`src/rtl/muldiv_seq_ctrl_pkg.sv`:
```
// Shared definitions for the M-extension sequencer: funct3 operation codes,
// sequencer state encoding and the RISC-V divide special-case constants.
package muldiv_seq_ctrl_pkg;

  localparam logic [2:0] F3_MUL    = 3'd0;
  localparam logic [2:0] F3_MULH   = 3'd1;
  localparam logic [2:0] F3_MULHSU = 3'd2;
  localparam logic [2:0] F3_MULHU  = 3'd3;
  localparam logic [2:0] F3_DIV    = 3'd4;
  localparam logic [2:0] F3_DIVU   = 3'd5;
  localparam logic [2:0] F3_REM    = 3'd6;
  localparam logic [2:0] F3_REMU   = 3'd7;

  localparam logic [31:0] MIN_INT32  = 32'h8000_0000;
  localparam logic [31:0] ALL_ONES32 = 32'hFFFF_FFFF;

  typedef enum logic [2:0] {
    ST_IDLE  = 3'd0,
    ST_ISSUE = 3'd1,
    ST_WAIT  = 3'd2,
    ST_HOLD  = 3'd3,
    ST_DRAIN = 3'd4
  } state_t;

endpackage

```
`src/rtl/muldiv_fastpath.sv`:
```
// Zero-cycle resolution of RISC-V divide special cases.
// Ports:
//   funct3 - M-extension operation select
//   rs1    - dividend
//   rs2    - divisor
//   hit    - operation is a special case and needs no multi-cycle unit
//   value  - architectural result when hit is set (0 otherwise)
module muldiv_fastpath
  import muldiv_seq_ctrl_pkg::*;
#(
  parameter int unsigned DATA_WIDTH = 32
) (
  input  logic [2:0]            funct3,
  input  logic [DATA_WIDTH-1:0] rs1,
  input  logic [DATA_WIDTH-1:0] rs2,
  output logic                  hit,
  output logic [DATA_WIDTH-1:0] value
);

  localparam logic [DATA_WIDTH-1:0] MIN_INT = {1'b1, {(DATA_WIDTH-1){1'b0}}};

  logic by_zero;
  logic overflow;

  always_comb begin
    // funct3[2] selects the divide group, funct3[1] selects remainder.
    by_zero  = funct3[2] && (rs2 == '0);
    overflow = ((funct3 == F3_DIV) || (funct3 == F3_REM)) &&
               (rs1 == MIN_INT) && (rs2 == '1);
    hit      = by_zero || overflow;
    value    = '0;
    if (by_zero) begin
      value = funct3[1] ? rs1 : '1;
    end else if (overflow) begin
      value = funct3[1] ? '0 : MIN_INT;
    end
  end

endmodule

```
`src/rtl/muldiv_seq_ctrl.sv`:
```
// Sequencer between the execute stage and the shared multi-cycle M unit.
// Issues one start pulse per instruction, registers operands, stalls the
// pipeline while the unit works, holds the result until the pipeline
// advances, resolves divide special cases in zero cycles, drains the unit
// on flush and forces completion after TIMEOUT_CYCLES.
// Ports:
//   clk, rst_n        - clock, asynchronous active-low reset
//   req_valid_i       - execute stage holds an M-extension op
//   funct3_i, rs1_i, rs2_i - operation and operands
//   flush_i           - kill the current instruction
//   pipe_stall_i      - pipeline held by another source
//   unit_start_o      - one-cycle start pulse to the unit
//   unit_rs1_o, unit_rs2_o, unit_funct3_o - registered unit operands
//   unit_result_i, unit_busy_i - unit result / busy flag
//   result_o, result_valid_o  - result to the writeback mux
//   stall_o           - pipeline stall request
//   timeout_o         - one-cycle pulse when the timeout fires
module muldiv_seq_ctrl
  import muldiv_seq_ctrl_pkg::*;
#(
  parameter int unsigned DATA_WIDTH     = 32,
  parameter int unsigned TIMEOUT_CYCLES = 64,
  parameter int unsigned CNT_WIDTH      = 7
) (
  input  logic                  clk,
  input  logic                  rst_n,
  input  logic                  req_valid_i,
  input  logic [2:0]            funct3_i,
  input  logic [DATA_WIDTH-1:0] rs1_i,
  input  logic [DATA_WIDTH-1:0] rs2_i,
  input  logic                  flush_i,
  input  logic                  pipe_stall_i,
  output logic                  unit_start_o,
  output logic [DATA_WIDTH-1:0] unit_rs1_o,
  output logic [DATA_WIDTH-1:0] unit_rs2_o,
  output logic [2:0]            unit_funct3_o,
  input  logic [DATA_WIDTH-1:0] unit_result_i,
  input  logic                  unit_busy_i,
  output logic [DATA_WIDTH-1:0] result_o,
  output logic                  result_valid_o,
  output logic                  stall_o,
  output logic                  timeout_o
);

  localparam logic [CNT_WIDTH-1:0] CNT_LAST = CNT_WIDTH'(TIMEOUT_CYCLES - 1);

  state_t                state, state_next;
  logic [DATA_WIDTH-1:0] rs1_q, rs2_q, res_q;
  logic [2:0]            f3_q;
  logic [CNT_WIDTH-1:0]  cnt_q;

  logic                  fp_hit;
  logic [DATA_WIDTH-1:0] fp_value;

  logic accept, capture, expire, cnt_clear, cnt_inc;

  muldiv_fastpath #(
    .DATA_WIDTH(DATA_WIDTH)
  ) u_fastpath (
    .funct3(funct3_i),
    .rs1   (rs1_i),
    .rs2   (rs2_i),
    .hit   (fp_hit),
    .value (fp_value)
  );

  always_ff @(posedge clk or negedge rst_n) begin
    if (!rst_n) begin
      state <= ST_IDLE;
      rs1_q <= '0;
      rs2_q <= '0;
      f3_q  <= '0;
      res_q <= '0;
      cnt_q <= '0;
    end else begin
      state <= state_next;
      if (accept) begin
        rs1_q <= rs1_i;
        rs2_q <= rs2_i;
        f3_q  <= funct3_i;
      end
      if (capture) begin
        res_q <= unit_result_i;
      end else if (expire) begin
        res_q <= '0;
      end
      if (cnt_clear) begin
        cnt_q <= '0;
      end else if (cnt_inc) begin
        cnt_q <= cnt_q + 1'b1;
      end
    end
  end

  always_comb begin
    state_next     = state;
    unit_start_o   = 1'b0;
    stall_o        = 1'b0;
    result_valid_o = 1'b0;
    result_o       = '0;
    timeout_o      = 1'b0;
    accept         = 1'b0;
    capture        = 1'b0;
    expire         = 1'b0;
    cnt_clear      = 1'b0;
    cnt_inc        = 1'b0;
    unique case (state)
      ST_IDLE: begin
        if (req_valid_i && !flush_i) begin
          if (fp_hit) begin
            result_valid_o = 1'b1;
            result_o       = fp_value;
          end else begin
            accept     = 1'b1;
            stall_o    = 1'b1;
            state_next = ST_ISSUE;
          end
        end
      end
      ST_ISSUE: begin
        if (flush_i) begin
          state_next = ST_IDLE;
        end else begin
          unit_start_o = 1'b1;
          stall_o      = 1'b1;
          cnt_clear    = 1'b1;
          state_next   = ST_WAIT;
        end
      end
      ST_WAIT: begin
        if (flush_i) begin
          state_next = unit_busy_i ? ST_DRAIN : ST_IDLE;
        end else begin
          stall_o = 1'b1;
          cnt_inc = 1'b1;
          if (!unit_busy_i) begin
            capture    = 1'b1;
            state_next = ST_HOLD;
          end else if (cnt_q == CNT_LAST) begin
            // This is the TIMEOUT_CYCLES-th WAIT cycle with busy still high.
            expire     = 1'b1;
            timeout_o  = 1'b1;
            state_next = ST_HOLD;
          end
        end
      end
      ST_HOLD: begin
        if (flush_i) begin
          state_next = ST_IDLE;
        end else begin
          result_valid_o = 1'b1;
          result_o       = res_q;
          if (!pipe_stall_i) begin
            state_next = ST_IDLE;
          end
        end
      end
      ST_DRAIN: begin
        // The killed result is discarded; a waiting new op keeps the stall.
        stall_o = req_valid_i;
        if (!unit_busy_i) begin
          state_next = ST_IDLE;
        end
      end
      default: state_next = ST_IDLE;
    endcase
  end

  assign unit_rs1_o    = rs1_q;
  assign unit_rs2_o    = rs2_q;
  assign unit_funct3_o = f3_q;

endmodule
```
`config.mk`:
```
export PLATFORM = sky130hd
export DESIGN_NAME = muldiv_seq_ctrl
export DESIGN_NICKNAME = d
export VERILOG_FILES = /design/src/rtl/muldiv_seq_ctrl_pkg.sv /design/src/rtl/muldiv_fastpath.sv /design/src/rtl/muldiv_seq_ctrl.sv
export SDC_FILE = /design/constraint.sdc
export NUM_CORES = 1
export LEC_CHECK = 0
export ABC_AREA = 1
export CORE_ASPECT_RATIO = 0.8
export CORE_UTILIZATION = 45
export CTS_BUF_LIST = sky130_fd_sc_hd__clkbuf_4 sky130_fd_sc_hd__clkbuf_8
export CTS_CLUSTER_DIAMETER = 150
export DETAILED_ROUTE_END_ITERATION = 7
export HOLD_SLACK_MARGIN = 0.15
export PLACE_DENSITY = 0.81
export SLEW_MARGIN = 20
export SYNTH_ARGS = -nofsm -noshare
export SYNTH_HDL_FRONTEND = slang
export SYNTH_SLANG_ARGS = --single-unit
```
`constraint.sdc`:
```
create_clock -name clk -period 2 [get_ports clk]
set_input_delay 0.4 -clock clk [delete_from_list [all_inputs] [get_ports clk]]
set_output_delay 0.4 -clock clk [all_outputs]
set_load 0.05 [all_outputs]
```
==> results.cfg <==
[timing]
final.period_utilization = 1.26
fin_crit_ns = 2.52
final-setup-viol-count = 37
timing.fmax_mhz = 397
skew_ns = 0.0129
tightestPinTransition_ns = 0.560
max_slew_margin = 0.626
fin_ws_ns = -0.518
timing.setup.tns_ns = -12.82
hold_viol_final = 0
drv_slew = 0
rsz0062_at_grt = true

[setup_path]
arrival_ns = 2.12
worstPathRequired_ns = 1.60
crit_top_cell = buf_12
slowest_delay_ns = 0.53
cp_max_fo = 32
criticalPathCategory = input pin to output port
rrSetupSlack_ns = -0.04
path_buf_inv = 5
reg2reg_from = state[2]
cp_cell_sequence = clkdlybuf4s50_1 -> inv_1 -> buf_12 -> o21ai_0 -> o22ai_2 -> buf_4 -> buf_12
r2r_cells = 13
reg2reg_to = state[1]
critPathLaunchType = input pin
critPathSlowestCell = clkdlybuf4s50_1
cp-end-kind = output port
path_delay_family = buffers and inverters

[floorplanning]
dieArea_um2 = 12200
ios = 208
die_x_um = 123
coreArea_um2 = 11500
fp.dieH_um = 99.0
std_cell_rows = 35
start_util = 0.461

[hold_path]
min_from = rs2_i[13]
hold_class = input pin to flop
hold_end = unit_rs2_o[13]
holdPathStages = 3

[cts]
clock-sinks = 109
path_clk_slew_ns = 0.11
cts_made_buffers = 9
ctsLongestPathBuffers = 2
cts_tree = built
htreeDepth = 3
clk-insertion-delay-late_ns = 0.39
cts_root_buf = clkbuf_8

[synthesis]
synth_nets = 780
synth_cell_type_count = 27
ys_seq_area_frac = 0.516
syn_area_um2 = 5290
synth.avg_cell_area_um2 = 7.85
ys_seq_elements = 109
yosysWarnings = 0
synthCells = 674

[grt]
grt_overflow = 0
grt_pass1_vias = 6142
grt_usage = 0.349
grt_pass1_wl_um = 32200
grt_max_degree = 46
antenna_found_initial = 5

[layout]
drive_gt1_frac = 0.295
fin_nets = 1078
fin_util = 0.834
fin_area_um2 = 9570
syn2layout_area_growth_pct = 81.0
num-fill-cells = 654

[job]
max_cap_violations = 0

[placed_design]
portBuffers = 207
place_area_um2 = 8480
gp_congestion = 0.935
hpwl_um = 13900
post-place-ws_ns = -0.636

[pwr]
p_total_mw = 12.0
p_per_area_nw_per_um2 = 1250
irDropWorstVdd_mv = 1.09
p_leak_nw = 4.75

[drt]
detail-route-antenna-nets = 0
drtPass1Iterations = 6
drc_errors = 0
routed_via_density = 5.79
wire_per_inst_um = 20.6
vias = 6548
drt_wl_total_um = 23300
drtIter0Drc = 692

[status]
violations = negative setup slack
status = finished with violations
-- power by group --
part	internal, mW	switching, mW
registers	3.19	0.480
clock network	0.600	0.832
logic	2.29	4.58
-- stage by stage --
step,hold WS [ns],cells
6_report,0.247,1130
5_1_grt,0.243,1130
4_1_cts,0.341,1112
3_5_place_dp,0.364,1073
3_3_place_gp,0.363,1073
2_1_floorplan,0.104,674
-- metal layers --
layer	global-route usage	vias to the layer above	wire, um
met1	0.433	3125	8660
met4	0.154	0	1160
li1	-	2834	-
met5	0	-	0
met3	0.0862	97	2260
met2	0.575	492	11200
-- placed cells by master, fill, tap and decap left out, drive strengths merged --
cell | netlist | final
clkbuf | 26 | 44
nand2 | 176 | 176
clkinvlp | 0 | 1
o32ai | 2 | 2
nand3 | 46 | 46
a31o | 1 | 1
inv | 52 | 53
nand4 | 7 | 7
nor2 | 59 | 59
clkdlybuf4s50 | 0 | 67
o21ai | 133 | 133
clkinv | 2 | 6
o21a | 1 | 1
buf | 16 | 157
diode | 0 | 5
ha | 1 | 1
dlymetal6s2s | 0 | 39
bufinv | 0 | 1
dlygate4sd3 | 0 | 1
dlygate4sd2 | 0 | 25
a31oi | 1 | 1
dfrtp | 109 | 109
o22ai | 30 | 30
nor3 | 5 | 5
clkdlybuf4s15 | 0 | 5
a21oi | 7 | 7
-- cell type report --
cell class	count	area [um^2]	share of cell area
Clock inverter	7	83.8	0.00876
Timing Repair Buffer	329	3600	0.376
Clock buffer	9	124	0.0129
Inverter	54	213	0.0222
Antenna cell	5	12.5	0.00131
Tap cell	148	185	0.0193
Sequential cell	109	2730	0.285
Multi-Input combinational cell	469	2630	0.275
-- worst max path at each step --
stage                   end  slack [ns]   startpoint  cells after the start
6_report        result_o[0]       -0.52  funct3_i[1]                      7
3_3_place_gp   result_o[31]       -0.58    rs2_i[26]                     11
5_1_grt        result_o[11]       -0.53     state[2]                     11
3_5_place_dp    result_o[6]       -0.64    rs2_i[31]                      8
4_1_cts         result_o[4]       -0.34     state[2]                     11
2_1_floorplan   result_o[1]       -0.30     state[0]                      8
-- registers in the layout, indices dropped and copies added (netlist names) --
| signal | flops |
|---|---|
| res_q | 32 |
| unit_rs1_o | 32 |
| unit_rs2_o | 32 |
| cnt_q | 7 |
| state | 3 |
| unit_funct3_o | 3 |
-- cells by family after synthesis --
family | share of synthesized area
fa+ha+maj | 0.00237
compound gates | 0.176
buf+inv | 0.0781
flops | 0.516
simple gates | 0.228
-- repair_timing --
action,in CTS,in global routing
hold buffers,1,0
hold endpoints to repair,28,0
endpoints found under the setup margin,83,107
pin swaps,60,66
buffers inserted,18,13
gates resized for setup,155,143
gates cloned,4,4
-- tightest hold or removal path, delay by kind of cell --
kind | cells | cell delay [ns]
and+or+nand+nor | 2 | 0.11
buffers and inverters | 1 | 0.10
-- cell usage after synthesis --
| cell | instances | area [um^2] |
|---|---|---|
| a31oi_1 | 1 | 6.26 |
| nor2_2 | 2 | 12.5 |
| buf_4 | 1 | 7.51 |
| nand2_1 | 172 | 646 |
| o21a_1 | 1 | 7.51 |
| nor2_1 | 57 | 214 |
| o32ai_1 | 2 | 17.5 |
| nand2_4 | 1 | 11.3 |
| a31o_2 | 1 | 8.76 |
| clkinv_1 | 2 | 7.51 |
| clkbuf_1 | 26 | 97.6 |
| buf_6 | 5 | 56.3 |
| inv_1 | 50 | 188 |
| nand4_1 | 7 | 43.8 |
| ha_1 | 1 | 12.5 |
| a21oi_1 | 7 | 35.0 |
| nand3_1 | 45 | 225 |
| o22ai_1 | 30 | 188 |
| nand3_2 | 1 | 10.0 |
| dfrtp_1 | 109 | 2730 |
| inv_2 | 2 | 7.51 |
| buf_2 | 9 | 45.0 |
| nor3_1 | 5 | 25.0 |
| o21ai_1 | 2 | 10.0 |
| o21ai_0 | 131 | 656 |
| nand2_2 | 3 | 18.8 |
| buf_1 | 1 | 3.75 |
No activity file was read; power rests on OpenSTA's default activity.
